$ cat config.mk
export PLATFORM = sky130hd
export DESIGN_NAME = seg_mux_driver
export DESIGN_NICKNAME = d
export VERILOG_FILES = /design/src/rtl/seg_mux_driver.sv
export SDC_FILE = /design/constraint.sdc
export NUM_CORES = 1
export LEC_CHECK = 0
export CORE_MARGIN = 2
export CORE_UTILIZATION = 60
export DETAILED_ROUTE_END_ITERATION = 10
export DONT_BUFFER_PORTS = 1
export PLACE_DENSITY = 0.76
export SLEW_MARGIN = 15
export SYNTH_ARGS = -nofsm -noshare
export SYNTH_HDL_FRONTEND = slang
export SYNTH_SLANG_ARGS = --single-unit
$ cat constraint.sdc
create_clock -name clk -period 4.15 [get_ports clk]
set_input_delay 0.83 -clock clk [delete_from_list [all_inputs] [get_ports clk]]
set_output_delay 0.83 -clock clk [all_outputs]
set_load 0.01 [all_outputs]
$ cat src/rtl/seg_mux_driver.sv
// seg_mux_driver: time-multiplexes two hex digits onto one shared common-anode
// 7-segment bus. Sequence: BLANK2 -> SHOW1 -> BLANK1 -> SHOW2 -> BLANK2 ...
// The blank phases turn both anodes off between digits to prevent ghosting.
// All outputs are registered and change on the same edge as the state register.
// Optional feature macro: SEG_MUX_DIM_EN adds a 2-bit dim input that shortens
// the active-anode on-time inside each SHOW phase.
module seg_mux_driver #(
  parameter int REFRESH_CNT = 20000,
  parameter int BLANK_CNT   = 64,
  parameter int CNT_W       = 16
) (
  input  logic       clk,
  input  logic       reset,
  input  logic [3:0] digit1,
  input  logic [3:0] digit2,
`ifdef SEG_MUX_DIM_EN
  input  logic [1:0] dim,
`endif
  output logic [6:0] seg,
  output logic       anode1,
  output logic       anode2,
  output logic       frame_tick
);

  typedef enum logic [1:0] {
    BLANK2 = 2'd0,
    SHOW1  = 2'd1,
    BLANK1 = 2'd2,
    SHOW2  = 2'd3
  } state_t;

  localparam logic [CNT_W-1:0] SHOW_LAST  = CNT_W'(REFRESH_CNT - 1);
  localparam logic [CNT_W-1:0] BLANK_LAST = CNT_W'(BLANK_CNT - 1);

  // Active-low {g,f,e,d,c,b,a} pattern for a hex nibble.
  function automatic logic [6:0] hex7(input logic [3:0] d);
    logic [6:0] s;
    case (d)
      4'h0: s = 7'h40;  4'h1: s = 7'h79;  4'h2: s = 7'h24;  4'h3: s = 7'h30;
      4'h4: s = 7'h19;  4'h5: s = 7'h12;  4'h6: s = 7'h02;  4'h7: s = 7'h78;
      4'h8: s = 7'h00;  4'h9: s = 7'h10;  4'hA: s = 7'h08;  4'hB: s = 7'h03;
      4'hC: s = 7'h46;  4'hD: s = 7'h21;  4'hE: s = 7'h06;  default: s = 7'h0E;
    endcase
    return s;
  endfunction

  state_t           r_state;
  logic [CNT_W-1:0] r_cnt;
  logic [3:0]       r_digit1;
  logic [3:0]       r_digit2;

  state_t           w_state_next;
  logic [CNT_W-1:0] w_cnt_next;
  logic             w_last;
  logic             w_enter1;
  logic             w_enter2;
  logic [3:0]       w_digit1_next;
  logic [3:0]       w_digit2_next;
  logic             w_on;
  logic [6:0]       w_seg_next;
  logic             w_anode1_next;
  logic             w_anode2_next;
  logic             w_tick_next;

`ifdef SEG_MUX_DIM_EN
  logic [1:0]       r_dim;
  logic [1:0]       w_dim_next;
  logic [33:0]      w_thr;

  // Dim level is captured on SHOW entry; the anode stays on only while the
  // phase counter is below a quarter-step fraction of the SHOW length.
  always_comb begin
    w_dim_next = (w_enter1 || w_enter2) ? dim : r_dim;
    w_thr      = (34'(REFRESH_CNT) * (34'(w_dim_next) + 34'd1)) >> 2;
    w_on       = (34'(w_cnt_next) < w_thr);
  end
`else
  // Without dimming the active anode is on for the whole SHOW phase.
  always_comb begin
    w_on = 1'b1;
  end
`endif

  // Next state, next counter and next outputs, so the registered outputs line
  // up with the state register without an extra cycle of latency.
  always_comb begin
    w_state_next = r_state;
    w_cnt_next   = r_cnt + 1'b1;
    if (r_state == SHOW1 || r_state == SHOW2) begin
      w_last = (r_cnt == SHOW_LAST);
    end else begin
      w_last = (r_cnt == BLANK_LAST);
    end
    if (w_last) begin
      w_cnt_next = '0;
      case (r_state)
        BLANK2:  w_state_next = SHOW1;
        SHOW1:   w_state_next = BLANK1;
        BLANK1:  w_state_next = SHOW2;
        default: w_state_next = BLANK2;
      endcase
    end
    w_enter1      = w_last && (r_state == BLANK2);
    w_enter2      = w_last && (r_state == BLANK1);
    w_digit1_next = w_enter1 ? digit1 : r_digit1;
    w_digit2_next = w_enter2 ? digit2 : r_digit2;

    w_seg_next    = 7'h7F;
    w_anode1_next = 1'b1;
    w_anode2_next = 1'b1;
    w_tick_next   = 1'b0;
    case (w_state_next)
      SHOW1: begin
        w_seg_next    = hex7(w_digit1_next);
        w_anode1_next = ~w_on;
        w_tick_next   = (w_cnt_next == '0);
      end
      SHOW2: begin
        w_seg_next    = hex7(w_digit2_next);
        w_anode2_next = ~w_on;
      end
      default: ;
    endcase
  end

  // FSM state, phase counter, digit latches and registered pin drivers.
  always_ff @(posedge clk) begin
    if (reset) begin
      r_state    <= BLANK2;
      r_cnt      <= '0;
      r_digit1   <= '0;
      r_digit2   <= '0;
      seg        <= 7'h7F;
      anode1     <= 1'b1;
      anode2     <= 1'b1;
      frame_tick <= 1'b0;
`ifdef SEG_MUX_DIM_EN
      r_dim      <= '0;
`endif
    end else begin
      r_state    <= w_state_next;
      r_cnt      <= w_cnt_next;
      r_digit1   <= w_digit1_next;
      r_digit2   <= w_digit2_next;
      seg        <= w_seg_next;
      anode1     <= w_anode1_next;
      anode2     <= w_anode2_next;
      frame_tick <= w_tick_next;
`ifdef SEG_MUX_DIM_EN
      r_dim      <= w_dim_next;
`endif
    end
  end

endmodule
Word level (Yosys, flattened, before mapping)
Memory sizes are Yosys's and may differ from the RTL's.
Cells that the tools add are included.
- reductions and logical operators: 6
- eq/ne operators: 7
- bitwise logic cells: 1
- add/subtract/negate cells: 1
- multiplexer cells: 9
- operators with widths (kind ; count):
    adder 16 x 1 -> 16 bit (second input constant) ; 1
    == test 16 x 15 -> 1 bit (second input constant) ; 1
    == test 16 x 6 -> 1 bit (second input constant) ; 1
    logical NOT 16 bit ; 1
    two-way mux 16 bit ; 1
    case mux 7 bit (2 select lines) ; 1
    two-way mux 4 bit ; 2
    == test 2 bit (second input constant) ; 3
    case mux 2 bit (3 select lines) ; 1
    == test 2 x 1 -> 1 bit (second input constant) ; 2
    two-way mux 1 bit ; 3
    logical AND 1 bit ; 2
    logical NOT 2 bit ; 1
    two-way mux 2 bit ; 1
    OR reduction 2 bit ; 1
    logical OR 1 bit ; 1
    NOT 1 bit ; 1
- register bits: 36
- ROM bits: 224
- bits of input ports: 10
- memories kept: 2
- output and inout bits: 10
- memory list (memory ; depth ; width ; read ports ; clocked after memory_dff ; wr ports ; line ; text):
    (no name shown) ; 16 ; 7 ; 1 ; 0 ; 0 ; 38 ; case (d)
    (no name shown) ; 16 ; 7 ; 1 ; 0 ; 0 ; 38 ;

Logic depth before layout (Yosys ltp)
Gate-level depths: netlist of the first run.
- depth after elaboration: 7
- gate-level depth with buffers: 15
- depth with buffers taken out: 12

Worst setup path after synthesis of the first run
OpenSTA, ideal clock, no wires.
- kind: reg2reg
- from: register r_cnt[0]
- to: register seg[1]
- period minus slack after synthesis: 2743 ps
- path slack: 1407 ps
- arrival time: 2668 ps
- stages on the path, launching flop included: 16
- cell sequence: dfxtp_1 > ha_1 > and4_1 > clkbuf_2 > and4_4 > buf_4 > nand3_4 > buf_8 > mux2i_4 > inv_1 > ha_1 > mux2i_1 > nand2_1 > a21oi_1 > nor3_1 > o21ai_0
- word-level cells in the longest chain between the ends: 6
- RTL lines (item ; line ; text):
    start: declaration ; 48 ; logic [CNT_W-1:0] r_cnt;
    start signal: assignment ; 142 ; r_cnt <= w_cnt_next;
    == test 16 x 6 -> 1 bit / == test 16 x 15 -> 1 bit (equally long branches) ; 92, 90 ;
    two-way mux 1 bit * ; 89 ; if (r_state == SHOW1 || r_state == SHOW2) begin
    logical AND 1 bit, on equally long branches ; 104, 103 ;
    two-way mux 4 bit, on equally long branches ; 106, 105 ;
    memory read (16 x 7 bit) ; n/a ;
    case mux 7 bit (2 select lines) * ; 112 ; case (w_state_next)
    end signal: assignment ; 145 ; seg <= w_seg_next;
    end: declaration ; 19 ; output logic [6:0] seg,
Mark *: on every way between the ends. The rest lies on a longest branch, timed or not.
A chain may end at the register's enable or synchronous reset.

Final worst setup path of the first run
- from: register r_cnt[0]
- to: register seg[3]
Same word-level chain as after synthesis.

==> results of run 1 <==
[sequential cells by signal, indices dropped and copies added (netlist names)]
signal / flops
r_cnt: 16
anode2: 1
r_state: 2
frame_tick: 1
r_digit1: 4
r_digit2: 4
seg: 7
anode1: 1
[worst min-delay path by stage]
| stage | from | end | cells past startpoint |
|---|---|---|---|
| after detailed placement | r_cnt[0] | r_cnt[0] | 1 |
| final | r_cnt[0] | r_cnt[0] | 1 |
| after CTS | r_cnt[0] | r_cnt[0] | 1 |
| after global placement | r_cnt[0] | r_cnt[0] | 1 |
| after global routing | r_cnt[0] | r_cnt[0] | 1 |
| after floorplan | r_cnt[0] | r_cnt[0] | 1 |
[through the flow]
step                      area [um^2]  utilization (%)  hold WS [ns]  worst slack [ns]
after floorplan                  2560                -         0.438              1.41
after global placement           2510             62.0         0.457              1.26
after detailed placement         2510             62.0         0.478              1.13
after CTS                        2630             64.7         0.496              1.10
after global routing             2630             64.7         0.514             0.839
final                            2630             64.7         0.496              1.04
[Yosys cell counts, drive strengths merged (3+ instances only)]
master	instances	area, um^2
a211oi	4	30.0
a21oi	15	78.8
a31oi	3	18.8
and3	6	37.5
buf	9	72.6
clkbuf	10	38.8
dfxtp	36	721
ha	10	125
inv	14	52.6
mux2	4	52.6
mux2i	13	180
nand2	22	82.6
nand2b	8	50.1
nand3	24	145
nand4	6	37.5
nor2	43	169
nor2b	5	31.3
nor3	11	55.1
nor4	3	18.8
o21ai	9	45.0
o31ai	3	22.5
xnor2	16	140
xor2	7	61.3
[routing by layer]
layer | share of wire (%) | routed length [um] | up-vias | track usage, %
met1 | 48 | 2540 | 1016 | 31.0
met4 | 1.2 | 63 | 0 | 7.41
met3 | 6.1 | 322 | 9 | 6.10
met2 | 45 | 2360 | 53 | 34.4
met5 | 0 | 0 | - | 0
li1 | - | - | 1079 | -
[where the power goes]
group / internal [mW] / switching [mW]
Sequential: 0.348 / 0.00279
Combinational: 0.00941 / 0.0110
Clock: 0.178 / 0.127
Total: 0.535 / 0.141
[area by class of cell]
class / instances / area, um^2
Sequential cell: 36 / 721
Timing Repair Buffer: 1 / 7.51
Fill cell: 338 / 1430
Multi-Input combinational cell: 245 / 1670
Inverter: 14 / 52.6
Clock buffer: 5 / 68.8
Clock inverter: 3 / 42.5
Tap cell: 50 / 62.6
[cells by family after synthesis]
| group | Yosys count | synth area share, % |
|---|---|---|
| simple gates | 140 | 28.2 |
| compound gates | 55 | 15.3 |
| flops | 36 | 28.2 |
| buf+inv | 33 | 6.41 |
| xor+xnor | 23 | 7.88 |
| mux | 17 | 9.10 |
| fa+ha+maj | 10 | 4.89 |
==> results.sh, run 1 <==
export IMPL_htreeDepth=2
export IMPL_setup_viol=0
export IMPL_r2r_slack_ns=1.04
export IMPL_r2r_start="r_cnt[0]"
export IMPL_worstSetupStartpointType="register"
export IMPL_critPathMaxFanout=16
export IMPL_synth_cell_types=60
export IMPL_setup_worst_path_class="register to register"
export IMPL_drt_wirelength_per_cell_um=14.9
export IMPL_cts_sinks=36
export IMPL_num_io_pins=20
export IMPL_worstSkewPairLatency_ns=0.29
export IMPL_port_buffer_count=0
export IMPL_cp_end_kind="register"
export IMPL_vias_per_cell=6.09
export IMPL_clkTransAtPathRegs_ns=0.08
export IMPL_grt_overflow_total=0
export IMPL_drv_cap=0
export IMPL_synth_yosys_seq_area_share_pct=28.2
export IMPL_timing_slew_headroom_pct=48.6
export IMPL_drc=0
export IMPL_antenna_found_initial=0
export IMPL_wirelength_um=5280
export IMPL_ir_worst_vdd_v=0.000188
export IMPL_cts_buffer_depth=2
export IMPL_cts_root_buf="clkbuf_8"
export IMPL_total_power_mw=0.675
export IMPL_slew_violations=0
export IMPL_ctsHoldBuffers=0
export IMPL_fmax_mhz=322
export IMPL_die_h_um=69.3
export IMPL_period_share_pct=74.9
export IMPL_synth_area_mm2=0.00256
export IMPL_synthArstFlopShare_pct=0
export IMPL_num_rows=23
export IMPL_finalHoldViolCount=0
export IMPL_ys_seq_elements=36
export IMPL_most_common_layout_cells="42 x nor2_1, 36 x dfxtp_1, 22 x nand2_1, 22 x nand3_1, 16 x xnor2_1"
export IMPL_crit_arrival_ns=3.31
export IMPL_power_density_mw_per_mm2=257
export IMPL_leakage_nw=0.999
export IMPL_critPathMaxStageDelay_ns=0.40
export IMPL_tightest_slew_ns=0.764
export IMPL_synth_nets=334
export IMPL_ctsResizeCount=0
export IMPL_r2r_end="seg[3]"
export IMPL_track_usage_pct=22.6
export IMPL_path_common_cell="ha_1"
export IMPL_place_inst=346
export IMPL_rsz0062_at_grt="no"
export IMPL_ant_nets=0
export IMPL_final_min_clock_period_ns=3.11
export IMPL_crit_buf_inv=1
export IMPL_final_layout_size_suffix_gt1_share_pct=9.87
export IMPL_yosys_warnings=0
export IMPL_cp_required_ns=4.35
export IMPL_layout_commonest_cell="nor2_1"
export IMPL_startpoint="r_cnt[0]"
export IMPL_synth_edff_count=0
export IMPL_start_util_pct=63.0
export IMPL_avgSynthCellArea_um2=8.14
export IMPL_ff2ff_path_depth=12
export IMPL_fin_nets=323
export IMPL_vias=2157
export IMPL_synthCells=314
export IMPL_grt_first_pass_wirelength_um=8900
export IMPL_cp_cell_sequence="ha_1, and4_1, and4_4, nand3_4, mux2i_1, inv_1, ha_1, a21oi_1, nor2_1, o21ai_0, nand3_1, o311ai_1"
export IMPL_skew_ns=0.00735
export IMPL_critPathTopFamily="simple AND/OR/NAND/NOR gates"
export IMPL_hold_path_class="register to register"
export IMPL_drt_iter0_markers=238
export IMPL_critical_path_slowest_cell="dfxtp_1"
export IMPL_tns_ns=0
export IMPL_gp_congestion=0.840
export IMPL_cp_depth=12
export IMPL_area_delta_synth_final_pct=2.74
export IMPL_grt_max_degree=17
export IMPL_die_w_um=69.3
export IMPL_core_mm2=0.00406
export IMPL_firstDrtPassIters=4
export IMPL_dp_final_hpwl_um=3870
export IMPL_yosys_most_used_dff="dfxtp_1"
export IMPL_cts_made_buffers=5
export IMPL_status="finished, final reports clean"
export IMPL_cts_setup_buffers=0
export IMPL_antennaDiodeCount=0
export IMPL_dieArea_mm2=0.00480
export IMPL_grt_pass1_vias=1934
export IMPL_cts_tree="yes"
export IMPL_fin_cells=354
export IMPL_endpoint="seg[3]"
(Power assumes the default switching activity.)
==> run 2: changes to the inputs <==
Clock period 4.15 ns to 3.1 ns, I/O delays scaled along.
==> run 2 against run 1 <==
Against the previous run: sequential power up 34%; die area unchanged; clock skew down 0.0038 ns; first-iteration DRC count down 17%; worst setup slack worse by 0.76 ns; combinational power up 34%; core utilization up 0.93 points; clock-buffer cell count unchanged; final cell count up 1.4%; flip-flop and latch count unchanged; total power up 35%; critical path type unchanged; largest power group unchanged.
==> results.sh, run 2 (synthesis results as in run 1) <==
export IMPL_skew_ns=0.00353
export IMPL_start_util_pct=63.0
export IMPL_grt_pass1_vias=2091
export IMPL_cts_made_buffers=5
export IMPL_worstSetupStartpointType="register"
export IMPL_die_w_um=69.3
export IMPL_ctsHoldBuffers=0
export IMPL_final_cell_area_mm2=0.00266
export IMPL_most_common_layout_cells="42 x nor2_1, 36 x dfxtp_1, 22 x nand2_1, 22 x nand3_1, 16 x xnor2_1"
export IMPL_grt_overflow_total=0
export IMPL_cts_tree="yes"
export IMPL_ir_worst_vdd_v=0.000187
export IMPL_critPathTopFamily="simple AND/OR/NAND/NOR gates"
export IMPL_num_io_pins=20
export IMPL_num_rows=23
export IMPL_total_power_mw=0.912
export IMPL_rsz0062_at_grt="no"
export IMPL_final_layout_size_suffix_gt1_share_pct=11.3
export IMPL_drt_iter0_markers=197
export IMPL_setup_worst_path_class="register to register"
export IMPL_die_h_um=69.3
export IMPL_tightest_slew_ns=0.577
export IMPL_critPathMaxFanout=9
export IMPL_ant_nets=0
export IMPL_setup_viol=0
export IMPL_worstSkewPairLatency_ns=0.29
export IMPL_drv_cap=0
export IMPL_fin_nets=328
export IMPL_final_min_clock_period_ns=2.82
export IMPL_critical_path_slowest_cell="or4_4"
export IMPL_place_ws_ns=0.312
export IMPL_area_delta_synth_final_pct=4.21
export IMPL_fmax_mhz=354
export IMPL_antenna_found_initial=0
export IMPL_layout_commonest_cell="nor2_1"
export IMPL_timing_slew_headroom_pct=60.4
export IMPL_cts_root_buf="clkbuf_8"
export IMPL_cts_buffer_depth=2
export IMPL_holdWs_ns=0.387
export IMPL_power_density_mw_per_mm2=342
export IMPL_firstDrtPassIters=5
export IMPL_cts_setup_buffers=0
export IMPL_grt_first_pass_wirelength_um=9430
export IMPL_drc=0
export IMPL_vias_per_cell=6.03
export IMPL_fin_ws_ns=0.277
export IMPL_largest_reg_flops=16
export IMPL_ctsResizeCount=0
export IMPL_dpl_cell_area_mm2=0.00255
export IMPL_hold_path_class="primary input to register"
export IMPL_dp_final_hpwl_um=3980
export IMPL_clkTransAtPathRegs_ns=0.07
export IMPL_period_share_pct=91.1
export IMPL_wirelength_um=5480
export IMPL_crit_buf_inv=1
export IMPL_leakage_nw=1.02
export IMPL_cts_sinks=36
export IMPL_cp_end_kind="register"
export IMPL_grt_max_degree=17
export IMPL_dieArea_mm2=0.00480
export IMPL_largestRegisters="r_cnt (16), seg (7)"
export IMPL_gp_congestion=0.925
export IMPL_cp_cell_sequence="or4_4, o22ai_4, nand3_4, mux2i_4, inv_1, ha_1, mux2i_1, nand2_1, a21oi_1, nor3_1, o21ai_0"
export IMPL_drt_wirelength_per_cell_um=15.3
export IMPL_critPathMaxStageDelay_ns=0.57
export IMPL_crit_arrival_ns=2.99
export IMPL_finalHoldViolCount=0
export IMPL_top_register="r_cnt"
export IMPL_port_buffer_count=0
export IMPL_track_usage_pct=24.0
export IMPL_htreeDepth=2
export IMPL_tns_ns=0
export IMPL_core_mm2=0.00406
export IMPL_status="finished, final reports clean"
export IMPL_antennaDiodeCount=0
export IMPL_slew_violations=0
export IMPL_cp_required_ns=3.27
export IMPL_vias=2164
==> run 2: cell types whose count changed in the layout (fill, tap and decap cells not counted), sizes merged <==
cell  change
buf       +5
==> run 2: final timing paths <==
check	endpoint	slack, ns	depth (start not counted)	from
setup / recovery	seg[1]	0.28	11	r_cnt[9]
hold / removal	r_cnt[2]	0.39	1	reset
setup reg to reg	seg[1]	0.28	11	r_cnt[9]
hold reg to reg	r_cnt[0]	0.48	1	r_cnt[0]
==> run 2: through the flow <==
| stage | utilization, % | instances |
|---|---|---|
| after floorplan | - | 314 |
| after global placement | 62.9 | 351 |
| after detailed placement | 62.9 | 351 |
| after CTS | 65.6 | 359 |
| after global routing | 65.6 | 359 |
| final | 65.6 | 359 |
==> run 2: area by class of cell <==
type / instances / area, um^2
clock buffers: 5 / 68.8
clock inverters: 3 / 42.5
fillers: 374 / 1390
inverters: 14 / 52.6
multi-input cells: 245 / 1670
flip-flops and latches: 36 / 721
well taps: 50 / 62.6
repair buffers: 6 / 45.0
==> run 2: power by group <==
part | total (mW) | switching [mW] | internal, mW
registers | 0.469 | 0.00364 | 0.465
logic | 0.0273 | 0.0147 | 0.0126
clock network | 0.416 | 0.178 | 0.238
total | 0.912 | 0.196 | 0.716
==> run 2: metal layers <==
| layer | GRT usage, % | share of wire (%) |
|---|---|---|
| met1 | 31.4 | 47 |
| met2 | 39.2 | 45 |
| met3 | 5.09 | 5.4 |
| met4 | 8.28 | 2.1 |
| met5 | 0 | 0 |
==> run 3: changes to the inputs <==
Settings changed: CELL_PAD_IN_SITES_DETAIL_PLACEMENT set to 0, CELL_PAD_IN_SITES_GLOBAL_PLACEMENT set to 1, CORE_UTILIZATION 60 to 48, PLACE_DENSITY 0.76 to not set, PLACE_DENSITY_LB_ADDON set to 0.1.
==> run 3 against run 2 <==
Against the previous run: clock skew about the same; sequential power about the same; critical path depth unchanged; final cell count rose by 6.1%; wire length is 3.9% higher; worst setup slack worse by 0.014 ns; fmax shrank 0.48%; clock-buffer cell count grew 2; core utilization fell by 13 points; final area increased by 0.85%; first-iteration DRC count shrank 33%; largest power group unchanged; highest routed layer unchanged.
==> results.sh, run 3 (synthesis results as in run 1) <==
export IMPL_status="finished, final reports clean"
export IMPL_cp_end_kind="register"
export IMPL_ant_nets=0
export IMPL_worstSkewPairLatency_ns=0.28
export IMPL_final_layout_size_suffix_gt1_share_pct=11.6
export IMPL_hold_path_end="r_cnt[2]"
export IMPL_finalHoldViolCount=0
export IMPL_cts_setup_buffers=0
export IMPL_htreeDepth=2
export IMPL_firstDrtPassIters=4
export IMPL_holdWs_ns=0.397
export IMPL_grt_max_degree=17
export IMPL_drt_iter0_markers=132
export IMPL_slew_violations=0
export IMPL_drt_wirelength_per_cell_um=14.9
export IMPL_cts_buffer_depth=2
export IMPL_die_h_um=77.0
export IMPL_drc=0
export IMPL_drv_cap=0
export IMPL_wirelength_um=5690
export IMPL_critical_path_slowest_cell="nor4_1"
export IMPL_critPathMaxStageDelay_ns=0.50
export IMPL_dieArea_mm2=0.00593
export IMPL_vias=2090
export IMPL_final_min_clock_period_ns=2.84
export IMPL_num_rows=26
export IMPL_area_delta_synth_final_pct=5.09
export IMPL_start_util_pct=50.0
export IMPL_cts_tree="yes"
export IMPL_vias_per_cell=5.49
export IMPL_rsz0062_at_grt="no"
export IMPL_leakage_nw=1.03
export IMPL_cp_cell_sequence="nor4_1, and4_4, nand3_4, mux2i_4, inv_1, ha_1, mux2i_1, nand2_1, a21oi_1, nor3_1, o21ai_0"
export IMPL_top_register="r_cnt"
export IMPL_layout_commonest_cell="nor2_1"
export IMPL_cts_made_buffers=5
export IMPL_power_density_mw_per_mm2=315
export IMPL_tightest_slew_ns=0.725
export IMPL_dp_final_hpwl_um=4310
export IMPL_gp_congestion=0.850
export IMPL_r2r_slack_ns=0.26
export IMPL_setup_worst_path_class="register to register"
export IMPL_cts_root_buf="clkbuf_8"
export IMPL_grt_first_pass_wirelength_um=9800
export IMPL_skew_ns=0.00361
export IMPL_tns_ns=0
export IMPL_worstSetupStartpointType="register"
export IMPL_critPathTopFamily="simple AND/OR/NAND/NOR gates"
export IMPL_place_ws_ns=0.347
export IMPL_crit_buf_inv=1
export IMPL_fin_ws_ns=0.263
export IMPL_min_from="reset"
export IMPL_total_power_mw=0.846
export IMPL_port_buffer_count=0
export IMPL_min_path_cells=1
export IMPL_hold_path_class="primary input to register"
export IMPL_track_usage_pct=20.3
export IMPL_die_w_um=77.0
export IMPL_num_fill_cells=497
export IMPL_critPathMaxFanout=8
export IMPL_period_share_pct=91.5
export IMPL_place_inst=373
export IMPL_timing_slew_headroom_pct=51.2
export IMPL_ctsResizeCount=0
export IMPL_antennaDiodeCount=0
export IMPL_r2r_start="r_cnt[6]"
export IMPL_grt_overflow_total=0
export IMPL_antenna_found_initial=0
export IMPL_num_io_pins=20
export IMPL_crit_arrival_ns=3.00
export IMPL_ff2ff_path_depth=11
export IMPL_fin_nets=330
export IMPL_r2r_end="seg[1]"
export IMPL_ctsHoldBuffers=0
export IMPL_most_common_layout_cells="42 x nor2_1, 36 x dfxtp_1, 22 x nand2_1, 22 x nand3_1, 16 x xnor2_1"
export IMPL_fmax_mhz=353
export IMPL_setup_viol=0
export IMPL_clkTransAtPathRegs_ns=0.07
export IMPL_ir_worst_vdd_v=0.000216
export IMPL_cts_sinks=36
export IMPL_largestRegisters="r_cnt (16), seg (7)"
export IMPL_cp_required_ns=3.26
export IMPL_grt_pass1_vias=2026
export IMPL_core_mm2=0.00511
export IMPL_largest_reg_flops=16
export IMPL_fin_cells=381
[run 3: cell types whose count changed in the layout (fill, tap and decap cells not counted)]
cell,previous run,this run
buf_4,6,8
bufinv_16,1,0
clkbuf_1,0,1
clkbuf_8,5,6
clkinv_2,1,0
[run 3: cell type report]
type                            count  area [um^2]  share of cell area [%]
Inverter                           14         52.6                    1.96
Tap cell                           70         87.6                    3.26
Clock inverter                      1         7.51                   0.279
Timing Repair Buffer                8         60.1                    2.24
Multi-Input combinational cell    245         1670                    62.2
Clock buffer                        7         86.3                    3.21
Sequential cell                    36          721                    26.8
[run 3: how the worst max path moves through the flow]
stage	from	depth (start not counted)	slack (ns)	to
5_1_grt	r_cnt[0]	12	0.04	seg[1]
6_report	r_cnt[6]	11	0.26	seg[1]
4_1_cts	r_cnt[6]	11	0.30	seg[3]
2_1_floorplan	r_cnt[0]	15	0.36	seg[1]
3_5_place_dp	r_cnt[7]	11	0.35	seg[1]
3_3_place_gp	r_cnt[6]	11	0.37	seg[3]
[run 3: where the power goes]
part           internal, mW  leakage [nW]  total (mW)  switching [mW]
logic                0.0126         0.690      0.0272          0.0146
clock network         0.181        0.0445       0.350           0.170
registers             0.465         0.291       0.469         0.00356
[run 3: layer usage]
layer  vias up  wire length (um)  global-route usage (%)
li1       1092                 -                       -
met1       959              2940                    28.6
met2        37              2510                    31.8
met3         2               213                    4.12
met4         0                21                    4.82
met5         -                 0                       0
[run 3: worst register-to-register path: cells and delay by family (launching register included)]
kind,cells,cell delay [ns]
mux,2,0.37
fa+ha+maj,1,0.32
buf+inv,1,0.13
simple gates,5,1.35
compound gates,2,0.19
flops,1,0.36
[run 3: metrics by stage]
step           utilization [%]  area [um^2]
2_1_floorplan                -         2560
3_3_place_gp              50.8         2590
3_5_place_dp              50.8         2590
4_1_cts                   52.6         2690
5_1_grt                   52.6         2690
6_report                  52.6         2690
